## config.mk

```make
export PLATFORM = sky130hd
export DESIGN_NAME = fpnew_opgroup_result_fifo
export DESIGN_NICKNAME = d
export VERILOG_FILES = /design/src/rtl/fpnew_opgroup_result_fifo.sv
export SDC_FILE = /design/constraint.sdc
export NUM_CORES = 1
export LEC_CHECK = 0
export BUFFER_PORTS_ARGS = -buffer_cell sky130_fd_sc_hd__buf_2
export CAP_MARGIN = 20
export CORE_ASPECT_RATIO = 1.4
export CORE_MARGIN = 5
export CORE_UTILIZATION = 55
export DETAILED_ROUTE_END_ITERATION = 8
export GPL_ROUTABILITY_DRIVEN = 0
export PLACE_DENSITY = 0.77
export REMOVE_ABC_BUFFERS = 1
export SYNTH_ARGS = -nofsm -noshare
export SYNTH_HDL_FRONTEND = slang
export SYNTH_SLANG_ARGS = --single-unit
```

## constraint.sdc

```tcl
create_clock -name clk_i -period 2.77 [get_ports clk_i]
set_clock_uncertainty 0.1 [all_clocks]
set_input_delay 0.1385 -clock clk_i [delete_from_list [all_inputs] [get_ports clk_i]]
set_output_delay 0.1385 -clock clk_i [all_outputs]
set_load 0.005 [all_outputs]
```

## src/rtl/fpnew_opgroup_result_fifo.sv

```systemverilog
// fpnew_opgroup_result_fifo
//   Output buffer behind one opgroup block. Stores result, status, extension
//   bit and tag in a Depth-entry FIFO, ORs the status of every popped entry
//   into sticky IEEE flags and reports occupancy for flush / idle logic.
//   Optional zero-latency fall-through path: define FPNEW_RESULT_FIFO_BYPASS_EN.
module fpnew_opgroup_result_fifo #(
   parameter  int unsigned Width    = 32,
   parameter  int unsigned TagWidth = 1,
   parameter  int unsigned Depth    = 4,
   localparam int unsigned CntWidth = $clog2(Depth + 1)
) (
   input  logic                clk_i,
   input  logic                rst_i,
   input  logic                flush_i,
   input  logic [Width-1:0]    in_result_i,
   input  logic [4:0]          in_status_i,
   input  logic                in_ext_bit_i,
   input  logic [TagWidth-1:0] in_tag_i,
   input  logic                in_valid_i,
   output logic                in_ready_o,
   output logic [Width-1:0]    out_result_o,
   output logic [4:0]          out_status_o,
   output logic                out_ext_bit_o,
   output logic [TagWidth-1:0] out_tag_o,
   output logic                out_valid_o,
   input  logic                out_ready_i,
   input  logic                clear_fflags_i,
   output logic [4:0]          fflags_o,
   output logic [CntWidth-1:0] count_o,
   output logic                busy_o
);

   localparam int unsigned PtrWidth = (Depth > 1) ? $clog2(Depth) : 1;
   localparam logic [PtrWidth-1:0] LastPtr  = PtrWidth'(Depth - 1);
   localparam logic [CntWidth-1:0] DepthCnt = CntWidth'(Depth);

   typedef struct packed {
      logic [Width-1:0]    result;
      logic [4:0]          status;
      logic                ext_bit;
      logic [TagWidth-1:0] tag;
   } entry_t;

   entry_t              mem [Depth];
   entry_t              in_entry;
   entry_t              head_entry;
   entry_t              out_entry;
   logic [PtrWidth-1:0] wr_ptr_q, wr_ptr_d;
   logic [PtrWidth-1:0] rd_ptr_q, rd_ptr_d;
   logic [CntWidth-1:0] count_q, count_d;
   logic [4:0]          fflags_q, fflags_d;
   logic                full, empty;
   logic                push, pop;
   logic                fifo_write, fifo_read;

   // Pointers walk 0..Depth-1 and wrap, so Depth need not be a power of two.
   function automatic logic [PtrWidth-1:0] ptr_inc(input logic [PtrWidth-1:0] ptr);
      return (ptr == LastPtr) ? '0 : ptr + 1'b1;
   endfunction

   assign in_entry   = '{result: in_result_i, status: in_status_i,
                         ext_bit: in_ext_bit_i, tag: in_tag_i};
   assign head_entry = mem[rd_ptr_q];

   assign full  = (count_q == DepthCnt);
   assign empty = (count_q == '0);

   // Ready depends only on occupancy: a full FIFO refuses even if a pop is
   // happening, which keeps out_ready_i out of the in_ready_o path.
   assign in_ready_o = ~full;
   assign push       = in_valid_i & ~full;
   assign pop        = out_valid_o & out_ready_i;

`ifdef FPNEW_RESULT_FIFO_BYPASS_EN
   // Empty FIFO with valid input: present the input directly. If it is taken
   // in the same cycle it never touches storage.
   assign out_valid_o = ~empty | in_valid_i;
   assign out_entry   = empty ? in_entry : head_entry;
   assign fifo_write  = push & ~(empty & out_ready_i);
   assign fifo_read   = pop & ~empty;
`else
   assign out_valid_o = ~empty;
   assign out_entry   = head_entry;
   assign fifo_write  = push;
   assign fifo_read   = pop;
`endif

   assign out_result_o  = out_entry.result;
   assign out_status_o  = out_entry.status;
   assign out_ext_bit_o = out_entry.ext_bit;
   assign out_tag_o     = out_entry.tag;
   assign fflags_o      = fflags_q;
   assign count_o       = count_q;
   assign busy_o        = ~empty;

   // Next-state for pointers, occupancy and sticky flags; flush wins over push/pop.
   always_comb begin
      // NOTE: every output of this block is assigned a default first so that no
      // path leaves it unassigned and no latch is inferred.
      wr_ptr_d = wr_ptr_q;
      rd_ptr_d = rd_ptr_q;
      count_d  = count_q;
      fflags_d = (clear_fflags_i ? 5'b0 : fflags_q) |
                 ((pop & ~flush_i) ? out_status_o : 5'b0);
      if (flush_i) begin
         wr_ptr_d = '0;
         rd_ptr_d = '0;
         count_d  = '0;
      end else begin
         if (fifo_write) wr_ptr_d = ptr_inc(wr_ptr_q);
         if (fifo_read)  rd_ptr_d = ptr_inc(rd_ptr_q);
         case ({fifo_write, fifo_read})
            2'b10:   count_d = count_q + CntWidth'(1);
            2'b01:   count_d = count_q - CntWidth'(1);
            default: count_d = count_q;
         endcase
      end
   end

   // Control state register with asynchronous clear.
   always_ff @(posedge clk_i or posedge rst_i) begin
      // NOTE: sequential state uses non-blocking assignments so every register
      // samples pre-edge values regardless of statement order.
      if (rst_i) begin
         wr_ptr_q <= '0;
         rd_ptr_q <= '0;
         count_q  <= '0;
         fflags_q <= '0;
      end else begin
         wr_ptr_q <= wr_ptr_d;
         rd_ptr_q <= rd_ptr_d;
         count_q  <= count_d;
         fflags_q <= fflags_d;
      end
   end

   // Entry storage write.
   always_ff @(posedge clk_i) begin
      // NOTE: the storage array has no reset; entries are only observed while
      // count_q marks them valid, so clearing them would buy nothing.
      if (fifo_write && !flush_i) mem[wr_ptr_q] <= in_entry;
   end

   // Upstream must hold valid until the entry is accepted.
   in_valid_stable : assert property (@(posedge clk_i) disable iff (rst_i)
      (in_valid_i && !in_ready_o) |=> in_valid_i);

endmodule

```

Word-level counts from Yosys, hierarchy flattened

Memory sizes are Yosys's and may differ from the RTL's.
Index checks and enable logic that the tools add are counted.

Add/subtract/negate cells: 4
Eq/ne operators: 5
Mux-type cells: 12
Bitwise operators: 7
Reductions and logical operators: 6

Operators by type and width:

| kind                                             | number |
|---|---|
| 2-to-1 mux 2 bit                                 | 6 |
| 2-to-1 mux 5 bit                                 | 2 |
| == test 2 bit, second input constant             | 3 |
| one-hot mux 3 bit (2 select lines)               | 1 |
| bitwise OR 5 bit                                 | 1 |
| adder 2 x 1 -> 2 bit, second input constant      | 2 |
| nonzero test 2 bit                               | 2 |
| adder 3 x 1 -> 3 bit, second input constant      | 1 |
| AND 1 bit                                        | 3 |
| == test 3 bit, second input constant             | 1 |
| logical NOT 3 bit                                | 1 |
| 2-to-1 mux 3 bit                                 | 1 |
| inverter 1 bit                                   | 3 |
| nonzero test 3 bit                               | 1 |
| subtractor 3 x 1 -> 3 bit, second input constant | 1 |
| == test 2 x 1 -> 1 bit, second input constant    | 1 |
| 2-to-1 mux 1 bit                                 | 2 |
| logical AND 1 bit                                | 1 |
| logical NOT 1 bit                                | 1 |

Register bits: 12
Bits in writable memories: 156
Input bits: 45
Output and inout bits: 50
Word-level logic and storage cells: 39
Memories kept: 1

Memories:

| name | depth | width | rd ports | clocked after memory_dff | write ports | line | text |
|---|---|---|---|---|---|---|---|
| mem  | 4     | 39    | 1        | 0                        | 1           | 44   | `entry_t mem [Depth];` |

Depth between registers and ports, before layout

Gate-level depths: netlist of run 1.

Depth after elaboration: 6
Mapped depth: 7
Mapped depth without buffers: 6

Least setup slack after synthesis of run 1

No wires, ideal clock.

Path type: register to register
Start point: reg count_q[1] (netlist: count_o[1])
End point: mem mem[0][0] (netlist bit) (enable)
Library setup time: 400 ps
Data arrival time: 1949 ps
Data required time: 2270 ps
Setup slack: 321 ps
Stages on the path, launching flop included: 5
Path buffers: 1
Period minus slack after synthesis: 2449 ps
Cells stage by stage: dfrtp_1 -> clkbuf_1 -> nor3b_1 -> nor3_1 -> and2_1

Word-level cells in the longest chain between the ends: 6

RTL lines:

| item                                   | line | text |
|---|---|---|
| start: declaration                     | 50   | `logic [CntWidth-1:0] count_q, count_d;` |
| start signal: assignment               | 132  | `count_q <= count_d;` |
| == test 3 bit                          | 65   | `assign full = (count_q == DepthCnt);` |
| inverter 1 bit                         | 71   | `assign push = in_valid_i & ~full;` |
| AND 1 bit                              | 71   |  |
| logical AND 1 bit                      | 141  | `if (fifo_write && !flush_i) mem[wr_ptr_q] <= in_entry;` |
| 2-to-1 mux 1 bit                       | 141  |  |
| 2-to-1 mux 1 bit (implied by the code) | 141  |  |
| end: declaration                       | 44   |  |

Every way passes these cells.

Worst setup path in the final report of run 1

Start point: reg count_q[0] (netlist: count_o[0])
End point: reg count_q[2] (netlist: count_o[2])

Word-level cells in the longest chain between the ends: 6
Elaborated cells between the ends (all ways): 13
Classes of those cells: add/sub (2); eq/ne (3); mux (2); bitwise (4); reduce/logical (2)

RTL lines:

| item                                                           | line   | text |
|---|---|---|
| == test 3 bit / logical NOT 3 bit (equally long branches)      | 65, 66 |  |
| inverter 1 bit, on equally long branches                       | 71, 82 |  |
| AND 1 bit, on equally long branches                            | 71, 72 |  |
| == test 2 x 1 -> 1 bit / == test 2 bit (equally long branches) | 112    | `case ({fifo_write, fifo_read})` |
| one-hot mux 3 bit (2 select lines)                             | 112    |  |
| 2-to-1 mux 3 bit                                               | 105    | `if (flush_i) begin` |

Several ways; a longest one is shown, not always the timed one.
A chain may end at the register's enable or synchronous reset.

==> flow_summary.ini, run 1 <==
[timing]
period_minus_slack_ns = 2.611
rsz0062_at_grt = no
final.setup.tns_ns = 0
final.period_utilization_pct = 94.26
fmax_mhz = 383.0
hold_slack_ns = 0.08231
relSlewSlack_pct = 68.18
setup_viol = 0
report.final.slew_viol_count = 0
finalHoldViolCount = 0
tightest_slew_ns = 0.4767

[floorplanning]
row_count = 46
fp.dieH_um = 137.8
dieArea_sq_um = 13960
initial_utilization_pct = 56.34
pin_count = 95
coreArea_sq_um = 11400
die_w_um = 101.3

[synth]
yosys_register_bits = 168
synthAdderAreaFrac_pct = 1.091
synth_compound_area_share_pct = 2.183
synth_top_family_by_area = multiplexers
synthMuxAreaShare_pct = 14.44
async_flop_share_pct = 7.143
yosys_warnings = 0
synth_edf_count = 156
yosysMostFrequentCell = edfxtp_1
synth_area_leader_cell = edfxtp_1
synthCells = 282
synth_top_area_share_pct = 72.97
synth_sequential_area_ratio_pct = 77.65
synth_area_leaders = edfxtp_1, mux4_2, dfrtp_1, mux4_1, ha_1
avgSynthCellArea_sq_um = 22.77
synthXorXnorAreaFrac_pct = 0.4093
synth_common_cells = edfxtp_1, mux4_2, dfrtp_1
synth_ff_type = edfxtp_1
ys_types = 37
synth_simple_gate_area_share_pct = 1.988
syn-cell-area_sq_um = 6420

[setup_path]
crit_arrival_ns = 2.81
crit_type = register to register
cp-end-kind = register
cp_max_fo = 12
worstPathRequired_ns = 2.97
startpoint_type = register

[routing]
drc = 0
drt-vias-per-instance = 5.564
drt_iter0_drc = 138
vias = 3277
dr.pass1.iters = 4
drt_wl_total_mm = 12.34
wire_per_inst_um = 20.96
ant_nets = 0

[clock_network]
postCtsSetupBuffers = 0
clockBufferDepth = 2
cts_tree = built
htreeDepth = 4
cts.sinks = 168
cts-root-buf = clkbuf_16
clock_latency_ns = 0.42
cts_made_buffers = 17
cts.clk_slew.worst_paths_ns = 0.07

[placement]
hpwl_mm = 7.268
place_area_sq_um = 7099
place.port_buffers = 94

[global_routing]
grt_pass1_wl_mm = 19.38
grt_usage_pct = 19.06
grt_pass1_vias = 3565
overflow = 0
grt_max_degree = 40
grt_antenna_before_repair = 0

[pwr]
power_frac_seq_pct = 48.8
p_sw_uw = 1325
internal_power_uw = 4646
p_comb_share_pct = 10.4
swShare_pct = 22.19
p_per_area_nw_per_um2 = 731.1
vdd.ir_drop.worst_v = 0.0005977
p_leak_uw = 0.002912
pwr-share-clk_pct = 40.8

[cells_and_area]
finish.instance_area_sq_um = 8168
n_fill_cell = 672
area_growth_pct = 27.23
n_antenna_cell = 0
drive_above_1_share_pct = 39.10
layout.nets = 482
utilization_pct = 71.67

[min_path]
hp-class = input port to register

[outcome]
status = finished clean

[run]
cap_violations = 0
==> cells in the final DEF, fill, tap and decap left out, types with 2 or more instances in the layout <==
master         count
inv_6              6
clkbuf_16         17
mux4_2            29
and2_2             4
a21oi_1            3
a22o_1             5
clkinv_2           2
or2_2              3
mux4_1            10
nor2_1             6
buf_2             94
ha_1               4
dlygate4sd3_1     44
edfxtp_1         156
nand2_1            2
o2111ai_1          2
buf_12             6
dfrtp_1           10
xor2_1             2
clkinv_4           2
dfrtp_2            2
inv_1              8
nand3_1            4
bufinv_16          3
o21ai_0            2
buf_4              2
==> path summary, 6_finish.rpt <==
path,cells after the start,from,endpoint,slack [ns]
max,7,count_o[0]$_DFFE_PP0P_,count_o[2]$_DFFE_PP0P_,0.16
min,4,out_ready_i,rd_ptr_q[0]$_DFFE_PP0P_,0.08
max reg2reg,7,count_o[0]$_DFFE_PP0P_,count_o[2]$_DFFE_PP0P_,0.16
min reg2reg,1,fflags_o[2]$_DFF_PP0_,fflags_o[2]$_DFF_PP0_,0.41
max in group asynchronous,3,rst_i,rd_ptr_q[1]$_DFFE_PP0P_,2.04
min in group asynchronous,3,rst_i,fflags_o[4]$_DFF_PP0_,0.17
==> routing by layer <==
| layer | up-vias | global-route usage [%] | share of wire [%] |
|---|---|---|---|
| li1 | 1474 | - | - |
| met1 | 1683 | 22.63 | 38 |
| met4 | 0 | 6.208 | 1.4 |
| met5 | - | 0 | 0 |
| met3 | 12 | 5.117 | 5.0 |
| met2 | 108 | 33.59 | 56 |
==> critical path, stage by stage (launching register included) <==
cell	delay [ns]
dfrtp_1	0.52
o31ai_4	0.35
nor2_1	0.09
fa_1	0.41
nand2b_1	0.17
o221ai_1	0.21
a31oi_1	0.11
dlygate4sd3_1	0.55
==> metrics by stage <==
stage / setup slack, ns / power [uW] / std cells
after global placement: 0.6868 / 3521 / 513
final: 0.1591 / 5971 / 589
after floorplan: 0.05879 / 3261 / 267
after detailed placement: 0.5839 / 3542 / 513
after global routing: 0.04413 / 6189 / 589
after CTS: 0.03008 / 6021 / 589
==> logic make-up (layout without fill, tap and decap cells) <==
family	after synthesis	after routing
and+or+nand+nor	24	24
adders and majority gates	5	5
buffers and inverters	23	186
DFF	168	168
xor gates and xnor gates	3	3
muxes	40	40
AOI/OAI and AO/OA	19	19
==> repair_timing <==
item	CTS	global route
endpoints found under the hold margin	176	0
hold buffers	44	0
endpoints found under the setup margin	0	1
resized for setup	0	2
==> layout make-up <==
cell class | instances | area (sq um) | area share (%)
inverters | 8 | 30.03 | 0.3676
repair buffers | 146 | 1046 | 12.81
multi-input cells | 91 | 1310 | 16.04
flip-flops and latches | 168 | 4987 | 61.06
well taps | 144 | 180.2 | 2.206
clock buffers | 17 | 425.4 | 5.208
clock inverters | 15 | 188.9 | 2.313
==> power by group through the flow <==
stage	Sequential (uW)	Clock (uW)	Combinational, uW
final	2910	2430	622
after global routing	2920	2590	671
after CTS	2910	2480	631
after detailed placement	2970	0	575
after global placement	2960	0	563
after floorplan	2990	0	272
==> registers in the layout, summed over array words and instances (netlist names) <==
signal	flops
fflags_o	5
wr_ptr_q	2
count_o	3
rd_ptr_q	2
mem	156
Note: power is estimated with default switching activity, not from simulation.
==> run 2: changes to the inputs <==
--- a/config.mk
+++ b/config.mk
@@ -7,12 +7,12 @@
 export LEC_CHECK = 0
 export BUFFER_PORTS_ARGS = -buffer_cell sky130_fd_sc_hd__buf_2
 export CAP_MARGIN = 20
-export CORE_ASPECT_RATIO = 1.4
+export CORE_ASPECT_RATIO = 0.6
 export CORE_MARGIN = 5
-export CORE_UTILIZATION = 55
+export CORE_UTILIZATION = 56
 export DETAILED_ROUTE_END_ITERATION = 8
 export GPL_ROUTABILITY_DRIVEN = 0
-export PLACE_DENSITY = 0.77
+export PLACE_DENSITY = 0.79
 export REMOVE_ABC_BUFFERS = 1
 export SYNTH_ARGS = -nofsm -noshare
 export SYNTH_HDL_FRONTEND = slang
==> flow_summary.ini, run 2 (same netlist as run 1, synthesis figures left out) <==
[timing]
finalHoldViolCount = 0
final.setup.tns_ns = 0
fmax_mhz = 435.0
relSlewSlack_pct = 51.59
period_minus_slack_ns = 2.299
rsz0062_at_grt = no
report.final.slew_viol_count = 0
tightest_slew_ns = 0.7262
hold_slack_ns = 0.02428
setup_viol = 0
final.period_utilization_pct = 82.99

[setup_path]
worstPathRequired_ns = 2.53
cp-end-kind = output pin
crit_arrival_ns = 2.06
path_delay_family = flip-flops
cpMaxStageDelayCell = dfrtp_2
critical_path.max_stage_delay_ns = 0.83
crit_type = register to output pin
path_buf_inv = 2
startpoint_type = register
crit_chain = buf_4, mux4_2, buf_2
cp_max_fo = 28

[clock_network]
htreeDepth = 4
cts_made_buffers = 17
cts.clk_slew.worst_paths_ns = 0.07
clockBufferDepth = 2
cts_tree = built
postCtsSetupBuffers = 0
clock_latency_ns = 0.42
cts.sinks = 168
cts-root-buf = clkbuf_16

[global_routing]
grt_antenna_before_repair = 0
grt_pass1_wl_mm = 19.35
grt_max_degree = 40
grt_pass1_vias = 3421
grt_usage_pct = 19.15
overflow = 0

[pwr]
internal_power_uw = 4448
p_per_area_nw_per_um2 = 713.1
p_comb_share_pct = 10.8
vdd.ir_drop.worst_v = 0.0005164
p_sw_uw = 1311
pwr-share-clk_pct = 38.8
swShare_pct = 22.77
p_leak_uw = 0.002872
power_frac_seq_pct = 50.5

[cells_and_area]
n_antenna_cell = 0
layout.nets = 480
area_growth_pct = 25.80
drive_above_1_share_pct = 38.60
n_fill_cell = 668
ff_latch_area_sq_um = 4987
final_cell_mix = edfxtp_1, buf_2, dlygate4sd3_1
layout_commonest_cell = edfxtp_1
multi_input_area_sq_um = 1296
largest_register = mem
largest_reg_flops = 156

[floorplanning]
row_count = 30
dieArea_sq_um = 13780
die_w_um = 148.2
pin_count = 95
coreArea_sq_um = 11260
fp.dieH_um = 92.94
initial_utilization_pct = 57.01

[routing]
drt-vias-per-instance = 5.612
drt_wl_total_mm = 12.33
wire_per_inst_um = 21.00
dr.pass1.iters = 5
drt_iter0_drc = 206
ant_nets = 0
vias = 3294
drc = 0

[placement]
place.port_buffers = 94
hpwl_mm = 7.571

[outcome]
status = finished clean

[min_path]
hp-class = input port to register

[run]
cap_violations = 0
[run 2: tightest hold or removal path, stage by stage]
cell and delay [ns]:
buf_2 0.07, inv_1 0.08, a22o_1 0.21
[run 2: final timing paths]
kind                                    startpoint                 endpoint  slack [ns]  depth (start not counted)
max reg2reg                 count_o[0]$_DFFE_PP0P_   count_o[2]$_DFFE_PP0P_        0.55                          6
max                        rd_ptr_q[1]$_DFFE_PP0P_         out_result_o[26]        0.47                          3
max in group asynchronous                    rst_i  rd_ptr_q[0]$_DFFE_PP0P_        2.05                          3
min reg2reg                  fflags_o[3]$_DFF_PP0_    fflags_o[3]$_DFF_PP0_        0.41                          1
min in group asynchronous                    rst_i   count_o[1]$_DFFE_PP0P_        0.17                          3
min                                 clear_fflags_i    fflags_o[4]$_DFF_PP0_        0.02                          3
[run 2: layout make-up]
| type | count | area share [%] |
|---|---|---|
| clock buffers | 17 | 5.267 |
| clock inverters | 15 | 1.782 |
| inverters | 8 | 0.3718 |
| flip-flops and latches | 168 | 61.75 |
| multi-input cells | 91 | 16.05 |
| repair buffers | 144 | 12.55 |
| well taps | 144 | 2.231 |
[run 2: stage by stage]
step	total power (uW)	instances	utilization (%)	setup slack [ns]	area (sq um)
2_1_floorplan	3261	267	-	0.05879	6306
3_3_place_gp	3520	513	62.93	0.6879	7087
3_5_place_dp	3540	513	62.93	0.5780	7087
4_1_cts	5809	587	71.72	0.4553	8077
5_1_grt	5981	587	71.72	0.3877	8077
6_report	5759	587	71.72	0.4712	8077
[run 2: power groups by stage]
stage          logic (uW)  clock network, uW  registers (uW)
2_1_floorplan         272                  0            2990
4_1_cts               630               2270            2910
6_report              620               2230            2910
3_3_place_gp          566                  0            2950
5_1_grt               677               2390            2910
3_5_place_dp          580                  0            2960
[run 2: per-layer routing]
| layer | up-vias | wire length (um) | global-route usage (%) |
|---|---|---|---|
| li1 | 1476 | - | - |
| met1 | 1717 | 5608 | 26.76 |
| met2 | 87 | 6071 | 30.36 |
| met3 | 14 | 507 | 4.841 |
| met4 | 0 | 140 | 5.919 |
| met5 | - | 0 | 0 |
[run 2: what timing repair did]
item,CTS,global route
gates resized for setup,0,0
endpoints found under the hold margin,175,0
hold buffers,42,0
